--- src/rtl/ps2_kbd_dev_io_if.sv ---
// Bus-side signal bundle of the PS/2 keyboard peripheral: pop/clear strobes in,
// status/data word and interrupt out.
interface ps2_kbd_dev_io_if;
   logic        kbd_rd;
   logic        kbd_clr;
   logic [31:0] kbd_out;
   logic        kbd_irq;

   modport master (
      output kbd_rd,
      output kbd_clr,
      input  kbd_out,
      input  kbd_irq
   );

   modport slave (
      input  kbd_rd,
      input  kbd_clr,
      output kbd_out,
      output kbd_irq
   );
endinterface

--- src/rtl/ps2_kbd_dev_io.sv ---
// PS/2 keyboard receiver: synchronises the PS/2 lines, deframes 11-bit frames,
// buffers good scan-code bytes in a FIFO and exposes status/data to the MIO bus.
module ps2_kbd_dev_io #(
   parameter int FIFO_DEPTH  = 8,
   parameter int TIMEOUT_CYC = 12500
) (
   input  logic              clk,
   input  logic              rst_n,
   input  logic              ps2_clk,
   input  logic              ps2_data,
   ps2_kbd_dev_io_if.slave   bus
);

   localparam int         AW      = $clog2(FIFO_DEPTH);
   localparam logic [3:0] DEPTH_C = 4'(FIFO_DEPTH);
   localparam logic [15:0] TO_LIM = 16'(TIMEOUT_CYC);

   typedef enum logic [1:0] {
      ST_IDLE  = 2'd0,
      ST_RECV  = 2'd1,
      ST_CHECK = 2'd2
   } state_t;

   // Frame is good when start=0, data+parity has an odd number of ones, stop=1.
   function automatic logic frame_good(input logic [10:0] fr);
      return (fr[0] == 1'b0) && (^fr[9:1] == 1'b1) && (fr[10] == 1'b1);
   endfunction

   logic [1:0]    clk_sync_r;
   logic [1:0]    dat_sync_r;
   logic          clk_prev_r;
   logic          fall_s;
   logic          data_s;

   state_t        state_r;
   state_t        state_n;
   logic [3:0]    bit_cnt_r;
   logic [3:0]    bit_cnt_n;
   logic [10:0]   frame_r;
   logic [10:0]   frame_n;
   logic [15:0]   to_cnt_r;
   logic          push_req_s;
   logic          frame_bad_s;

   logic [7:0]    mem_r [FIFO_DEPTH];
   logic [AW-1:0] wr_ptr_r;
   logic [AW-1:0] rd_ptr_r;
   logic [3:0]    count_r;
   logic          ovf_r;
   logic          perr_r;
   logic          pop_ok_s;
   logic          push_ok_s;
   logic          ovf_set_s;
   logic          full_s;
   logic          valid_s;
   logic [7:0]    head_s;

   // Two-stage synchronisers plus previous-clock register; lines idle high.
   always_ff @(posedge clk or negedge rst_n) begin
      if (!rst_n) begin
         clk_sync_r <= 2'b11;
         dat_sync_r <= 2'b11;
         clk_prev_r <= 1'b1;
      end else begin
         clk_sync_r <= {clk_sync_r[0], ps2_clk};
         dat_sync_r <= {dat_sync_r[0], ps2_data};
         clk_prev_r <= clk_sync_r[1];
      end
   end

   assign fall_s = clk_prev_r & ~clk_sync_r[1];
   assign data_s = dat_sync_r[1];

   // Deframer state, bit index and frame shift register.
   always_ff @(posedge clk or negedge rst_n) begin
      if (!rst_n) begin
         state_r   <= ST_IDLE;
         bit_cnt_r <= 4'd0;
         frame_r   <= 11'd0;
      end else begin
         state_r   <= state_n;
         bit_cnt_r <= bit_cnt_n;
         frame_r   <= frame_n;
      end
   end

   // Deframer next-state logic, including the inter-edge timeout abort.
   always_comb begin
      state_n     = state_r;
      bit_cnt_n   = bit_cnt_r;
      frame_n     = frame_r;
      push_req_s  = 1'b0;
      frame_bad_s = 1'b0;
      case (state_r)
         ST_IDLE: begin
            if (fall_s && !data_s) begin
               state_n   = ST_RECV;
               bit_cnt_n = 4'd1;
               frame_n   = 11'd0;
            end else begin
               state_n   = ST_IDLE;
            end
         end
         ST_RECV: begin
            if (fall_s) begin
               frame_n[bit_cnt_r] = data_s;
               bit_cnt_n          = bit_cnt_r + 4'd1;
               if (bit_cnt_r == 4'd10) begin
                  state_n = ST_CHECK;
               end else begin
                  state_n = ST_RECV;
               end
            end else if (to_cnt_r >= TO_LIM) begin
               state_n   = ST_IDLE;
               bit_cnt_n = 4'd0;
            end else begin
               state_n   = ST_RECV;
            end
         end
         ST_CHECK: begin
            state_n   = ST_IDLE;
            bit_cnt_n = 4'd0;
            if (frame_good(frame_r)) begin
               push_req_s = 1'b1;
            end else begin
               frame_bad_s = 1'b1;
            end
         end
         default: begin
            state_n   = ST_IDLE;
            bit_cnt_n = 4'd0;
         end
      endcase
   end

   // Inter-edge timeout counter: runs only while a frame is in progress.
   always_ff @(posedge clk or negedge rst_n) begin
      if (!rst_n) begin
         to_cnt_r <= 16'd0;
      end else if (fall_s || (state_r != ST_RECV)) begin
         to_cnt_r <= 16'd0;
      end else begin
         to_cnt_r <= to_cnt_r + 16'd1;
      end
   end

   // A pop in the same cycle frees the slot, so a push into a full FIFO still succeeds.
   always_comb begin
      full_s    = (count_r == DEPTH_C);
      pop_ok_s  = bus.kbd_rd && (count_r != 4'd0);
      push_ok_s = push_req_s && (!full_s || pop_ok_s);
      ovf_set_s = push_req_s && full_s && !pop_ok_s;
   end

   // FIFO storage, pointers and occupancy.
   always_ff @(posedge clk or negedge rst_n) begin
      if (!rst_n) begin
         for (int i = 0; i < FIFO_DEPTH; i++) begin
            mem_r[i] <= 8'h00;
         end
         wr_ptr_r <= '0;
         rd_ptr_r <= '0;
         count_r  <= 4'd0;
      end else begin
         if (push_ok_s) begin
            mem_r[wr_ptr_r] <= frame_r[8:1];
            wr_ptr_r        <= wr_ptr_r + AW'(1);
         end
         if (pop_ok_s) begin
            rd_ptr_r <= rd_ptr_r + AW'(1);
         end
         count_r <= count_r + {3'b000, push_ok_s} - {3'b000, pop_ok_s};
      end
   end

   // Sticky error flags; a same-cycle set beats the clear strobe.
   always_ff @(posedge clk or negedge rst_n) begin
      if (!rst_n) begin
         ovf_r  <= 1'b0;
         perr_r <= 1'b0;
      end else begin
         ovf_r  <= ovf_set_s   | (ovf_r  & ~bus.kbd_clr);
         perr_r <= frame_bad_s | (perr_r & ~bus.kbd_clr);
      end
   end

   // Bus-facing status/data word, decoded from registers only.
   always_comb begin
      valid_s = (count_r != 4'd0);
      if (valid_s) begin
         head_s = mem_r[rd_ptr_r];
      end else begin
         head_s = 8'h00;
      end
      bus.kbd_out = {valid_s, ovf_r, perr_r, 1'b0, count_r, 16'h0000, head_s};
      bus.kbd_irq = valid_s | ovf_r;
   end

endmodule

--- src/flat_wrapper.sv ---
// flat-port wrapper written by rule: the top's interface ports become plain ports
module ps2_kbd_dev_io_flat 
#(
   parameter int FIFO_DEPTH  = 8,
   parameter int TIMEOUT_CYC = 12500
)
  (clk, rst_n, ps2_clk, ps2_data, bus_kbd_rd, bus_kbd_clr, bus_kbd_out, bus_kbd_irq);
  ps2_kbd_dev_io_if bus_i ();
  input  logic clk;
  input  logic rst_n;
  input  logic ps2_clk;
  input  logic ps2_data;
  input wire logic [$bits(bus_i.kbd_rd)-1:0] bus_kbd_rd;
  input wire logic [$bits(bus_i.kbd_clr)-1:0] bus_kbd_clr;
  output wire logic [$bits(bus_i.kbd_out)-1:0] bus_kbd_out;
  output wire logic [$bits(bus_i.kbd_irq)-1:0] bus_kbd_irq;
  assign bus_i.kbd_rd = bus_kbd_rd;
  assign bus_i.kbd_clr = bus_kbd_clr;
  assign bus_kbd_out = bus_i.kbd_out;
  assign bus_kbd_irq = bus_i.kbd_irq;
  ps2_kbd_dev_io #(.FIFO_DEPTH(FIFO_DEPTH), .TIMEOUT_CYC(TIMEOUT_CYC)) u_core (.clk(clk), .rst_n(rst_n), .ps2_clk(ps2_clk), .ps2_data(ps2_data), .bus(bus_i));
endmodule
--- config.mk ---
export PLATFORM = sky130hd
export DESIGN_NAME = ps2_kbd_dev_io_flat
export DESIGN_NICKNAME = d
export VERILOG_FILES = /design/src/rtl/ps2_kbd_dev_io_if.sv /design/src/rtl/ps2_kbd_dev_io.sv /design/src/flat_wrapper.sv
export SDC_FILE = /design/constraint.sdc
export NUM_CORES = 1
export LEC_CHECK = 0
export BUFFER_PORTS_ARGS = -buffer_cell sky130_fd_sc_hd__buf_2
export CAP_MARGIN = 25
export CORE_AREA = 2 2 121 123
export CTS_CLUSTER_SIZE = 24
export DETAILED_ROUTE_END_ITERATION = 10
export DIE_AREA = 0 0 123 125
export PLACE_DENSITY = 0.6
export SLEW_MARGIN = 25
export SYNTH_ARGS = -nofsm -noshare
export SYNTH_HDL_FRONTEND = slang
export SYNTH_SLANG_ARGS = --single-unit
--- constraint.sdc ---
create_clock -name clk -period 2.3 [get_ports clk]
set_input_delay 0.345 -clock clk [delete_from_list [all_inputs] [get_ports clk]]
set_output_delay 0.345 -clock clk [all_outputs]
set_load 0.1 [all_outputs]
==> results by group <==
Run status
  • Run status: finished, violations left
  • Violated checks: hold timing, setup timing

Routing
  • Total wirelength of the detailed-routed design: around 12 mm
  • Routed length on met3: about 260 um
  • Initial DRC Count: 146
  • Drt first pass iters: 4
  • Met2 wire len: 5.70 mm
  • Vias per cell: 5.06
  • Routed Antenna Nets: 0
  • Vias after detailed routing: 3,580
  • Count of unresolved DRC violations after routing: 0
  • Wirelength per Cell: 16.3 um
  • Met1 Routed Length: approximately 5.4 mm
  • Highest routed metal layer: met4

Timing
  • Max-slew violations: 0
  • Final setup vio count: 12
  • Worst-case headroom to the max-slew limit: 57.1%
  • Final TNS setup: -0.154 ns
  • Unrepaired setup endpoints after global routing: true
  • Fin worst setup slack: -0.0360 ns
  • Hold WS: -0.0234 ns
  • Number of hold violations in the final report: 10
  • Worst Max-Slew Pin Slew: 0.643 ns
  • Setup clock skew after layout: 0.00809 ns
  • Period utilisation layout: 102%
  • Final period demand of the worst path: 2.34 ns
  • Achievable clock frequency: 428 MHz

Power
  • Combinational share of power: 28.5%
  • Static Leak: around 0.0034 uW
  • Relative contribution of sequential cells to total power: 33.8%
  • Total internal power: around 4700 uW
  • Fraction of power spent switching nets: 32.5%
  • Net load switching power: roughly 2300 uW
  • Cell Pwr Density: 951 nW/um2
  • Power share of the clock group: 37.7%
  • Largest vdd supply drop: 0.000517 V

Placement
  • Number of buffers added on ports: 21
  • Total instance count after detailed placement: 673
  • Routability-driven placement congestion ratio: 0.779
  • Post-Place Worst Slack: -0.0831 ns
  • Final HPWL DP: 7.67 mm

Global route
  • Gr ovfl total: 0
  • Initial antenna violation count: 0
  • Global-route wire length before repair: 19.2 mm
  • Largest net degree at the start of global routing: 115
  • Via count of the first global-routing pass: 3,718
  • Total GRT Usage: 16.2%

Yosys
  • Cell Area, Synth: 5770 um2
  • Leading post-synthesis cells by cell area: sky130_fd_sc_hd__dfrtp_1 (47%), sky130_fd_sc_hd__mux2_2 (9.8%), sky130_fd_sc_hd__mux4_2 (6.3%)
  • Cell type with the largest total area after synthesis: sky130_fd_sc_hd__dfrtp_1
  • Most frequently used flop master after synthesis: sky130_fd_sc_hd__dfrtp_1
  • Flip-flop and latch count after synthesis: 114
  • Number of distinct library cells after synthesis: 58
  • Yosys top cell area share: a little under half
  • Post-synth EDFFs: 0
  • Most common library cells after synthesis: sky130_fd_sc_hd__dfrtp_1 (109), sky130_fd_sc_hd__mux2_2 (50), sky130_fd_sc_hd__nor2_1 (28), sky130_fd_sc_hd__nand2_1 (26), sky130_fd_sc_hd__buf_4 (21)
  • Number of standard cells after synthesis: 464
  • Proportion of synthesized chip area in sequential cells: about 50%
  • Async set-reset flop share out of synthesis: 100%
  • Synth warn: 0
  • Most frequent cell after synthesis: sky130_fd_sc_hd__dfrtp_1
  • Synth Area per Inst: 12.4 um2

Layout
  • Number of inserted diodes: 0
  • Post-Route Utilization: 51.4%
  • Final nets: 531
  • Area growth from synthesis to layout: 26.6%
  • Fraction of final layout cells with drive strength greater than 1: 40.9%
  • Filler cells: about 1.2k
  • Post-Layout Cell Count: 707

Worst setup path
  • Critical path class: reg2out
  • Critical path endpoint: bus_kbd_out[2]
  • Type of element launching the critical path: flop
  • Setup crit start: u_core.rd_ptr_r[0]
  • Highest fanout seen on the critical path: 7
  • Worst endpoint data arrival time: 1.99 ns
  • Critical Path RT: 1.96 ns
  • R2r worst-path depth: 9
  • RR Startpoint: u_core.count_r[2]
  • Kind of end point of the critical path: primary output
  • Internal reg-to-reg setup slack: -0.02 ns
  • Reg2reg end: u_core.mem_r[23]

Die
  • Overall die height: 125 um
  • Starting Density: 40.6%
  • Count of standard-cell rows: 44
  • Core Footprint: 14,200 um2
  • Die area: 15,400 um2
  • Boundary Pins: 39
  • Chip Width: 123 um

Clocking
  • Number of levels the H-tree was split into: 4
  • Worst-skew pair later-pin latency: between 0.4 and 0.5 ns
  • CTS tree: built
  • CTS root buf: sky130_fd_sc_hd__clkbuf_16
  • Hold-fix buffers, CTS: 0
  • Total CTS buffers: 17
  • Count of clock tree sinks: 114
  • Clock-pin slew on the worst setup and hold paths: 0.05 ns
  • Longest Clk Path Bufs: 2

Min path
  • Hold Path Class: in2async

Job
  • Max Cap Violations: 0
## per-layer routing
layer	vias to the layer above	GRT usage [%]
met4	0	6.42
met5	-	0
met2	41	25.7
li1	1688	-
met1	1831	21.5
met3	20	3.51
## sequential cells by signal (all words and copies together), names as in the netlist, 3 cells and up
signal and cells:
u_core.to_cnt_r 16, u_core.bit_cnt_r 4, u_core.rd_ptr_r 3, u_core.frame_r 11
u_core.mem_r 64, u_core.wr_ptr_r 3, u_core.count_r 4
## layout make-up
cell class | instances | area [um2] | share of cell area, %
clock buffers | 25 | 475 | 6.52
repair buffers | 56 | 606 | 8.30
well taps | 184 | 230 | 3.16
multi-input cells | 301 | 2920 | 40.0
clock inverters | 7 | 110 | 1.51
flip-flops and latches | 114 | 2870 | 39.3
inverters | 20 | 85.1 | 1.17
## power by group through the flow
stage	registers [uW]	logic (uW)	clock network (uW)
after detailed placement	2350	1880	0
after global placement	2350	1840	0
after global routing	2370	2130	2740
final	2340	1980	2620
after CTS	2330	1930	2660
after floorplan	2550	1220	0
## repair_timing
item	4_1_cts	5_1_grt
endpoints found under the setup margin	63	69
setup buffers	1	0
endpoints found under the hold margin	0	0
gates resized for setup	25	21
gates cloned	0	1
pin swaps	3	1
## stage by stage
stage                     instance area (um2)  total power, uW
after floorplan                          6010             3780
after global placement                   6470             4190
after detailed placement                 6470             4240
after CTS                                7170             6930
after global routing                     7300             7250
final                                    7300             6940
## cell families (layout without fill, tap and decap cells)
| family | after synthesis | count (layout) | share of synthesized area, % |
|---|---|---|---|
| simple gates | 108 | 108 | 9.83 |
| compound gates | 45 | 45 | 4.80 |
| mux | 91 | 91 | 21.7 |
| fa+ha+maj | 15 | 15 | 3.39 |
| buf+inv | 65 | 108 | 6.31 |
| flops | 114 | 114 | 49.6 |
| xor+xnor | 25 | 25 | 4.28 |
| other cells | 1 | 17 | 0.0650 |
## worst max-delay path: stages (launching register included)
cell and delay, ns:
sky130_fd_sc_hd__dfrtp_2 0.43, sky130_fd_sc_hd__clkbuf_16 0.19, sky130_fd_sc_hd__mux4_2 0.51, sky130_fd_sc_hd__mux2i_2 0.22, sky130_fd_sc_hd__nor2_4 0.06, sky130_fd_sc_hd__buf_12 0.17
## worst min-delay path by stage
stage,endpoint,start
final,u_core.mem_r[18],rst_n
after global routing,u_core.clk_sync_r[0],ps2_clk
after CTS,u_core.dat_sync_r[0],ps2_data
after detailed placement,u_core.dat_sync_r[1],u_core.dat_sync_r[0]
after global placement,u_core.dat_sync_r[1],u_core.dat_sync_r[0]
after floorplan,u_core.bit_cnt_r[0],rst_n
## cell usage in the layout (no fill, tap or decap), drive strengths merged, types with 2 or more instances in the layout
cell / netlist / routed
nand4: 4 / 4
o211ai: 2 / 2
clkbuf: 12 / 26
xor2: 11 / 11
and4: 3 / 3
nand2b: 3 / 3
mux2: 66 / 66
a211o: 2 / 2
clkinv: 0 / 4
o21ai: 15 / 15
nor4: 2 / 2
ha: 14 / 14
nor3b: 3 / 3
xnor3: 2 / 2
bufinv: 0 / 3
inv: 20 / 20
nor2b: 3 / 3
nor3: 6 / 6
mux4: 16 / 16
xnor2: 12 / 12
and4b: 3 / 3
nand3: 12 / 12
dfstp: 5 / 5
dfrtp: 109 / 109
a21oi: 13 / 13
nand3b: 2 / 2
conb: 1 / 17
a21o: 4 / 4
and3: 5 / 5
nand2: 28 / 28
mux2i: 9 / 9
buf: 33 / 55
nor2: 28 / 28
Power figures use the tool's default switching activity.
